==> config.mk <==
export PLATFORM = sky130hd
export DESIGN_NAME = cpu_ctrl_fsm_flat
export DESIGN_NICKNAME = d
export VERILOG_FILES = /design/src/rtl/cpu_pkg.sv /design/src/rtl/cpu_ctrl_fsm_if.sv /design/src/rtl/cpu_ctrl_decode.sv /design/src/rtl/cpu_ctrl_fsm.sv /design/src/flat_wrapper.sv
export SDC_FILE = /design/constraint.sdc
export NUM_CORES = 1
export LEC_CHECK = 0
export ABC_AREA = 1
export ABC_CLOCK_PERIOD_IN_PS = 1800
export BUFFER_PORTS_ARGS = -buffer_cell sky130_fd_sc_hd__clkbuf_2
export CAP_MARGIN = 20
export CORE_ASPECT_RATIO = 1.1
export CORE_UTILIZATION = 30
export CTS_CLUSTER_SIZE = 25
export DETAILED_ROUTE_END_ITERATION = 12
export GPL_ROUTABILITY_DRIVEN = 0
export PLACE_DENSITY = 0.5
export SLEW_MARGIN = 20
export SYNTH_ARGS = -nofsm -noshare
export SYNTH_HDL_FRONTEND = slang
export SYNTH_SLANG_ARGS = --single-unit
==> constraint.sdc <==
create_clock -name clk -period 1.8 [get_ports clk]
set_input_delay 0.36 -clock clk [delete_from_list [all_inputs] [get_ports clk]]
set_output_delay 0.36 -clock clk [all_outputs]
set_load 0.005 [all_outputs]
==> src/rtl/cpu_pkg.sv <==
// Shared definitions for the multi-cycle CPU control slice.
// Opcode classes, FSM state codes and datapath mux select encodings.
package cpu_pkg;

    // Encoded opcode classes, identical to the ALU encoder output
    typedef enum logic [3:0] {
        OP_ADD   = 4'h0,
        OP_ADDU  = 4'h1,
        OP_SUB   = 4'h2,
        OP_CMP   = 4'h3,
        OP_AND   = 4'h4,
        OP_OR    = 4'h5,
        OP_XOR   = 4'h6,
        OP_MOV   = 4'h7,
        OP_LSH   = 4'h8,
        OP_MUL   = 4'h9,
        OP_LOAD  = 4'hA,
        OP_STOR  = 4'hB,
        OP_BCOND = 4'hC,
        OP_JCOND = 4'hD,
        OP_JAL   = 4'hE,
        OP_WAIT  = 4'hF
    } op_e;

    typedef enum logic [2:0] {
        S_IDLE   = 3'd0,
        S_FETCH  = 3'd1,
        S_DECODE = 3'd2,
        S_EXEC   = 3'd3,
        S_MEM    = 3'd4,
        S_HALT   = 3'd5
    } state_e;

    localparam logic PC_SEL_INC   = 1'b0;
    localparam logic PC_SEL_ALU   = 1'b1;
    localparam logic REG_WSEL_ALU = 1'b0;
    localparam logic REG_WSEL_MEM = 1'b1;

endpackage

==> src/rtl/cpu_ctrl_fsm_if.sv <==
// Memory handshake bundle between the control sequencer and memory.
// master: mem_req/mem_we/addr_sel out, mem_ack in; slave is the mirror.
interface cpu_ctrl_fsm_if;

    logic mem_req;
    logic mem_we;
    logic addr_sel;
    logic mem_ack;

    modport master (
        output mem_req,
        output mem_we,
        output addr_sel,
        input  mem_ack
    );

    modport slave (
        input  mem_req,
        input  mem_we,
        input  addr_sel,
        output mem_ack
    );

endinterface

==> src/rtl/cpu_ctrl_decode.sv <==
// Combinational opcode-class decoder feeding the control FSM.
// in: alu_enc; out: writes_reg, writes_flags, is_branch, is_mem, is_store, is_wait.
module cpu_ctrl_decode
    import cpu_pkg::*;
(
    input  logic [3:0] alu_enc,
    output logic       writes_reg,
    output logic       writes_flags,
    output logic       is_branch,
    output logic       is_mem,
    output logic       is_store,
    output logic       is_wait
);

    always_comb begin
        writes_reg   = 1'b0;
        writes_flags = 1'b0;
        is_branch    = 1'b0;
        is_mem       = 1'b0;
        is_store     = 1'b0;
        is_wait      = 1'b0;
        unique case (alu_enc)
            OP_ADD, OP_ADDU, OP_SUB: begin
                writes_reg   = 1'b1;
                writes_flags = 1'b1;
            end
            OP_CMP: writes_flags = 1'b1;
            OP_AND, OP_OR, OP_XOR, OP_MOV, OP_LSH, OP_MUL:
                writes_reg = 1'b1;
            OP_LOAD: begin
                writes_reg = 1'b1;
                is_mem     = 1'b1;
            end
            OP_STOR: begin
                is_mem   = 1'b1;
                is_store = 1'b1;
            end
            OP_BCOND, OP_JCOND: is_branch = 1'b1;
            // JAL writes the link (PC+1) supplied on the ALU result path
            OP_JAL: begin
                is_branch  = 1'b1;
                writes_reg = 1'b1;
            end
            OP_WAIT: is_wait = 1'b1;
            default: ;
        endcase
    end

endmodule

==> src/rtl/cpu_ctrl_fsm.sv <==
// Multi-cycle control sequencer: fetch, decode, execute/memory, WAIT halt.
// Ports: clk, reset (sync, active-low), bus (memory handshake), alu_enc, resume, strobes, instret, state_dbg.
module cpu_ctrl_fsm
    import cpu_pkg::*;
#(
    parameter int ADDR_W = 16,
    parameter int CNT_W  = 16
) (
    input  logic               clk,
    input  logic               reset,
    cpu_ctrl_fsm_if.master     bus,
    input  logic [3:0]         alu_enc,
    input  logic               resume,
    output logic               ir_en,
    output logic               pc_en,
    output logic               pc_sel,
    output logic               reg_we,
    output logic               reg_wsel,
    output logic               flags_en,
    output logic               halted,
    output logic [CNT_W-1:0]   instret,
    output logic [2:0]         state_dbg
);

    if (ADDR_W < 1 || CNT_W < 1) begin : g_bad_width
        $error("cpu_ctrl_fsm: ADDR_W and CNT_W must be positive");
    end

    state_e state, state_n;

    logic writes_reg, writes_flags;
    logic is_branch, is_mem, is_store, is_wait;

    cpu_ctrl_decode u_dec (
        .alu_enc      (alu_enc),
        .writes_reg   (writes_reg),
        .writes_flags (writes_flags),
        .is_branch    (is_branch),
        .is_mem       (is_mem),
        .is_store     (is_store),
        .is_wait      (is_wait)
    );

    always_ff @(posedge clk) begin
        if (!reset) begin
            state   <= S_IDLE;
            instret <= '0;
        end else begin
            state <= state_n;
            // one pc_en per instruction, so this counts retirements
            if (pc_en)
                instret <= instret + CNT_W'(1);
        end
    end

    always_comb begin
        state_n      = state;
        bus.mem_req  = 1'b0;
        bus.mem_we   = 1'b0;
        bus.addr_sel = 1'b0;
        ir_en        = 1'b0;
        pc_en        = 1'b0;
        pc_sel       = PC_SEL_INC;
        reg_we       = 1'b0;
        reg_wsel     = REG_WSEL_ALU;
        flags_en     = 1'b0;
        halted       = 1'b0;
        unique case (state)
            S_IDLE: state_n = S_FETCH;
            S_FETCH: begin
                bus.mem_req = 1'b1;
                if (bus.mem_ack) begin
                    ir_en   = 1'b1;
                    state_n = S_DECODE;
                end
            end
            S_DECODE: begin
                if (is_mem)
                    state_n = S_MEM;
                else if (is_wait)
                    state_n = S_HALT;
                else
                    state_n = S_EXEC;
            end
            S_EXEC: begin
                pc_en    = 1'b1;
                pc_sel   = is_branch ? PC_SEL_ALU : PC_SEL_INC;
                reg_we   = writes_reg;
                flags_en = writes_flags;
                state_n  = S_FETCH;
            end
            S_MEM: begin
                bus.mem_req  = 1'b1;
                bus.addr_sel = 1'b1;
                bus.mem_we   = is_store;
                if (bus.mem_ack) begin
                    pc_en   = 1'b1;
                    state_n = S_FETCH;
                    if (!is_store) begin
                        reg_we   = 1'b1;
                        reg_wsel = REG_WSEL_MEM;
                    end
                end
            end
            S_HALT: begin
                halted = 1'b1;
                // WAIT retires on release
                if (resume) begin
                    pc_en   = 1'b1;
                    state_n = S_FETCH;
                end
            end
            default: state_n = S_IDLE;
        endcase
    end

    assign state_dbg = state;

endmodule

==> src/flat_wrapper.sv <==
// flat-port wrapper written by rule: the top's interface ports become plain ports
module cpu_ctrl_fsm_flat import cpu_pkg::*;
#(
    parameter int ADDR_W = 16,
    parameter int CNT_W  = 16
)
  (clk, reset, alu_enc, resume, ir_en, pc_en, pc_sel, reg_we, reg_wsel, flags_en, halted, instret, state_dbg, bus_mem_req, bus_mem_we, bus_addr_sel, bus_mem_ack);
  cpu_ctrl_fsm_if bus_i ();
  input  logic clk;
  input  logic reset;
  input  logic [3:0] alu_enc;
  input  logic resume;
  output logic ir_en;
  output logic pc_en;
  output logic pc_sel;
  output logic reg_we;
  output logic reg_wsel;
  output logic flags_en;
  output logic halted;
  output logic [CNT_W-1:0] instret;
  output logic [2:0] state_dbg;
  output wire logic [$bits(bus_i.mem_req)-1:0] bus_mem_req;
  output wire logic [$bits(bus_i.mem_we)-1:0] bus_mem_we;
  output wire logic [$bits(bus_i.addr_sel)-1:0] bus_addr_sel;
  input wire logic [$bits(bus_i.mem_ack)-1:0] bus_mem_ack;
  assign bus_mem_req = bus_i.mem_req;
  assign bus_mem_we = bus_i.mem_we;
  assign bus_addr_sel = bus_i.addr_sel;
  assign bus_i.mem_ack = bus_mem_ack;
  cpu_ctrl_fsm #(.ADDR_W(ADDR_W), .CNT_W(CNT_W)) u_core (.clk(clk), .reset(reset), .bus(bus_i), .alu_enc(alu_enc), .resume(resume), .ir_en(ir_en), .pc_en(pc_en), .pc_sel(pc_sel), .reg_we(reg_we), .reg_wsel(reg_wsel), .flags_en(flags_en), .halted(halted), .instret(instret), .state_dbg(state_dbg));
endmodule
# --- Word level (Yosys, flattened, before mapping) ---
# Cells that the tools add are included.
# W data, S select, Z words.
word_totals:
  ff_bits: 19
  wordCells: 62
  out_inout_bits: 29
  in_bits: 8
classes:
  muxes: 27
  add_sub_neg: 1
  n_reduce_logical: 9
  eq_ne: 23
ops:
  columns: ["operator", "count"]
  rows:
  - ["$eq A4 B4 Y1 const B", 8]
  - ["$mux W1", 19]
  - ["$add A16 B1 Y16 const B", 1]
  - ["$eq A4 B3 Y1 const B", 4]
  - ["$mux W3", 5]
  - ["$pmux W3 S5", 1]
  - ["$reduce_or A11 Y1", 1]
  - ["$eq A4 B2 Y1 const B", 2]
  - ["$eq A3 B2 Y1 const B", 2]
  - ["$eq A3 B3 Y1 const B", 2]
  - ["$ne A2 B2 Y1 const B", 3]
  - ["$reduce_or A2 Y1", 3]
  - ["$eq A4 B1 Y1 const B", 1]
  - ["$logic_not A4 Y1", 1]
  - ["$reduce_or A4 Y1", 1]
  - ["$eq A3 B1 Y1 const B", 1]
  - ["$logic_not A3 Y1", 1]
  - ["$pmux W1 S3", 1]
  - ["$reduce_and A3 Y1", 1]
  - ["$reduce_or A3 Y1", 1]
  - ["$pmux W1 S2", 1]

# --- Depth between registers and ports, before layout ---
logic_depth:
  depth_word: 5
  ltp_mapped: 9
  mapped_depth_nobuf: 8

# --- Hierarchy ---
# A second synthesis with hierarchy kept.
unflattened:
  hier_cells: 196
  area_unflattened_um2: 1159.9
modules_own_cells:
  columns: ["mod", "cells_per_inst", "area_per_inst_um2", "seq_area_each_um2", "n_inst"]
  rows:
  - ["cpu_ctrl_fsm", 181, 1099.8, 380.4, 1]
  - ["cpu_ctrl_decode", 15, 60.1, 0.0, 1]

# --- Worst setup path after synthesis ---
# No wires, ideal clock.
synth_timing:
  kind: "reg-to-output"
  from: "reg u_core.state[2], in the netlist u_core.state_dbg[2]"
  to: "out pc_en"
  stages_incl_launch_ff: 7
  t_required_ns: 1.440
  setup_slack_ns: 0.461
  arrival_ns: 0.979
  cell_sequence: "dfxtp_1 inv_2 nor2_2 nand3_1 nand3_2 buf_6 buf_6"
synth_via:
  elab_chain_len: 2
  elab_cells_between_ends: 4
synth_lines:
  columns: ["element", "line_no", "text"]
  rows:
  - ["from (decl)", "cpu_ctrl_fsm.sv:29", "state_e state, state_n;"]
  - ["from (signal assigned)", "cpu_ctrl_fsm.sv:49", "state <= state_n;"]
  - ["$eq A3 B3 Y1 / $eq A3 B2 Y1 (equally long branches)", "cpu_ctrl_fsm.sv:68", "unique case (state)"]
  - ["$pmux W1 S3 (*)", "cpu_ctrl_fsm.sv:68", null]
  - ["to (decl)", "flat_wrapper.sv:14", "output logic pc_en;"]
# Mark *: on every way between the ends. The rest lies on a longest branch, timed or not.

# --- Worst setup path in the final report ---
layout_timing:
  from: "reg u_core.state[0], in the netlist u_core.state_dbg[0]"
  to: "out reg_we"
layout_via:
  elab_chain_len: 2
  elab_cells_between_ends: 3
layout_lines:
  columns: ["element", "line_no", "text"]
  rows:
  - ["$eq A3 B3 Y1 / $eq A3 B2 Y1 (equally long branches)", "cpu_ctrl_fsm.sv:68", null]
  - ["$pmux W1 S2 (*)", "cpu_ctrl_fsm.sv:68", null]
  - ["to (decl)", "flat_wrapper.sv:16", "output logic reg_we;"]
# Marks and branches as above.

==> impl_metrics.tcl <==
set metrics [dict create \
    cts.htree.levels 1 \
    dpl_cell_area_mm2 0.00136 \
    pin_slew_with_the_least_headroom_to_its_limit_ns 0.367 \
    placement.setup.worst_slack_ns 0.216 \
    synth.yosys.warnings 0 \
    detailed_place_hpwl_um 2050 \
    die_y_um 66.5 \
    hold_path_depth 4 \
    port_buffers 36 \
    compound_gate_portion_of_the_synthesized_area_pct 9.91 \
    seq_area_frac_synth_pct 33.5 \
    cts_buffers 3 \
    crit_fanout 6 \
    max-slew-margin-rel_pct 75.5 \
    n_fill_cell 422 \
    min-delay-path-class "input pin to flop" \
    die_area_mm2 0.00404 \
    finish.net_count 239 \
    area_share_of_xor_xnor_cells_in_the_synthesized_design_pct 0 \
    simple_gate_fraction_of_synth_area_pct 43.7 \
    r2r_setup_slack_ns 0.37 \
    final_min_period_over_clock_period_pct 93.1 \
    horiz_die_dim_um 60.7 \
    outcome "completed" \
    initial_utilization_pct 31.3 \
    timing.final.max_slew_violations 0 \
    layout_min_cycle_time_ns 1.68 \
    fmaxAchievable_ghz 0.597 \
    timing.rr.start "u_core.state_dbg[2]" \
    detail_route.drc_violations 0 \
    tritoncts "yes" \
    whs_ns 0.499 \
    grt_pass1_wl_um 4310 \
    cp.arrival_ns 1.32 \
    timing.reg2reg.worst_path_depth 9 \
    worst_setup_path_start_kind "flop" \
    power.static_leakage_nw 0.716 \
    floorplan.rows 23 \
    clock_latency_ns 0.25 \
    clock-root-buffer "sky130_fd_sc_hd__clkbuf_8" \
    antenna_cells 0 \
    layout.core_utilization_pct 38.9 \
    synthesis.area_mm2 0.00114 \
    gr-total-overflow 0 \
    synth_adder_area_share_pct 1.10 \
    synthesized_area_divided_by_synthesized_cell_count_um2 5.92 \
    grt_pass1_vias 1032 \
    route.detailed.wl_per_inst_um 9.63 \
    cap_viol_max_count 0 \
    clock_skew_ns 0.00376 \
    end_kind "primary output" \
    combinational_family_with_the_most_area_after_synthesis "simple AND/OR/NAND/NOR gates" \
    synth-seq-cells 19 \
    vias 1242 \
    setup_viol 0 \
    drt_iter0_markers 67 \
    post-cts-setup-buffer-count 0 \
    synth_cell_types 20 \
    cp.required_ns 1.44 \
    placeableCoreArea_mm2 0.00363 \
    initial_antenna_violation_count 0 \
    regToRegEndpoint "u_core.instret[3]" \
    io_pins 37 \
    hold_start "resume" \
    total_detailed_routing_wirelength_um 2690 \
    power.ir.vdd_worst_mv 0.308 \
    layout_stage_area_growth_over_the_synthesis_result_pct 24.2 \
    cts-root-to-sink-buffers 2 \
    power.density_mw_per_mm2 883 \
    criticalPathCategory "flop to primary output" \
    synthCells 192 \
    layout.cell_area.non_filler_mm2 0.00141 \
    clock_sinks 19 \
    maximum_number_of_pins_on_one_net_before_global_route_repair 18 \
    worst_hold_path.endpoint "u_core.state_dbg[2]" \
    drive_gt1_share_pct 21.4 \
    finalWorstSetupSlack_ns 0.124 \
    report.final.hold_viol_count 0 \
    gr-usage-all-layers_pct 14.0 \
    detail_route.vias_per_cell 4.45 \
    drtPass1Iterations 4 \
    ant_nets 0 \
    synth.net_count 201 \
    clk_pin_slew_ns 0.07 \
    multiplexer_area_fraction_after_synthesis_pct 0 \
]
-- how the worst max path moves through the flow --
stage,from,depth (start not counted),to
final,u_core.state_dbg[0],5,reg_we
after global routing,u_core.state_dbg[2],6,reg_we
after CTS,u_core.state_dbg[2],5,reg_we
after detailed placement,alu_enc[2],9,reg_we
after global placement,alu_enc[2],9,reg_we
after floorplan,u_core.state_dbg[2],6,pc_en
-- cell usage in the layout (no fill, tap or decap), drive strengths merged --
| master | count |
|---|---|
| buf | 2 |
| nand4 | 2 |
| a21oi | 16 |
| ha | 1 |
| or2 | 1 |
| nor2 | 40 |
| nor3 | 3 |
| inv | 26 |
| a211oi | 1 |
| nand2 | 50 |
| nand3 | 22 |
| o21ai | 5 |
| nor3b | 1 |
| clkbuf | 40 |
| dfxtp | 19 |
-- repair_timing --
action	CTS	global route
hold buffers	0	0
setup endpoints to repair	0	1
hold endpoints to repair	0	0
resized for setup	0	4
-- state kept, by name (all words and copies together) (netlist names) --
name and flops:
u_core.instret 16, u_core.state_dbg 3
-- kinds of logic after synthesis --
logic type / count (synthesis)
AND/OR/NAND/NOR: 119
adder cells (fa/ha/maj): 1
flip-flops: 19
buffers and inverters: 31
AO/OA/AOI/OAI: 22
-- Yosys cell counts --
cell type                   n  area (um2)
sky130_fd_sc_hd__clkbuf_1   1        3.75
sky130_fd_sc_hd__dfxtp_1   19         380
sky130_fd_sc_hd__nor3_1     3        15.0
sky130_fd_sc_hd__buf_6      2        22.5
sky130_fd_sc_hd__nand3_2    1        10.0
sky130_fd_sc_hd__or2_2      1        6.26
sky130_fd_sc_hd__nor2_2     1        6.26
sky130_fd_sc_hd__o21ai_1    2        10.0
sky130_fd_sc_hd__a21oi_1   16        80.1
sky130_fd_sc_hd__ha_1       1        12.5
sky130_fd_sc_hd__a211oi_1   1        7.51
sky130_fd_sc_hd__nand2_1   50         188
sky130_fd_sc_hd__nor3b_1    1        7.51
sky130_fd_sc_hd__nand4_1    2        12.5
sky130_fd_sc_hd__buf_2      2        10.0
sky130_fd_sc_hd__nand3_1   21         105
sky130_fd_sc_hd__o21ai_0    3        15.0
sky130_fd_sc_hd__inv_2      1        3.75
sky130_fd_sc_hd__inv_1     25        93.8
sky130_fd_sc_hd__nor2_1    39         146
-- worst max-delay path: stages (launching register included) --
cell and delay, ns:
sky130_fd_sc_hd__dfxtp_2 0.38, sky130_fd_sc_hd__inv_1 0.11, sky130_fd_sc_hd__nand3_1 0.13, sky130_fd_sc_hd__nor2_1 0.07, sky130_fd_sc_hd__or2_2 0.26, sky130_fd_sc_hd__clkbuf_2 0.11
-- stage by stage --
stage / cells / setup TNS [ns] / power [mW]
2_1_floorplan: 192 / 0 / 0.812
3_3_place_gp: 275 / 0 / 0.955
3_5_place_dp: 275 / 0 / 0.947
4_1_cts: 279 / 0 / 1.25
5_1_grt: 279 / -0.000487 / 1.35
6_report: 279 / 0 / 1.25
-- area by class of cell --
| class | instances | area (um2) | share of cell area, % |
|---|---|---|---|
| tap | 50 | 62.6 | 4.43 |
| inverter | 26 | 97.6 | 6.91 |
| sequential | 19 | 384 | 27.2 |
| clock buffer | 4 | 45.0 | 3.19 |
| timing repair buffer | 38 | 195 | 13.8 |
| multi-input combinational | 142 | 627 | 44.4 |
-- where the power goes --
group          internal, mW  switching [mW]  total [mW]
sequential            0.464          0.0577       0.521
clock                 0.157           0.138       0.295
combinational         0.167           0.263       0.430
-- routing by layer --
layer	GRT usage (%)	part of all wire (%)	vias up
li1	-	-	679
met1	17.9	50	526
met2	22.8	46	37
met3	2.72	3.9	0
met4	5.68	0	0
met5	0	0	-
Note: power is estimated with default switching activity, not from simulation.
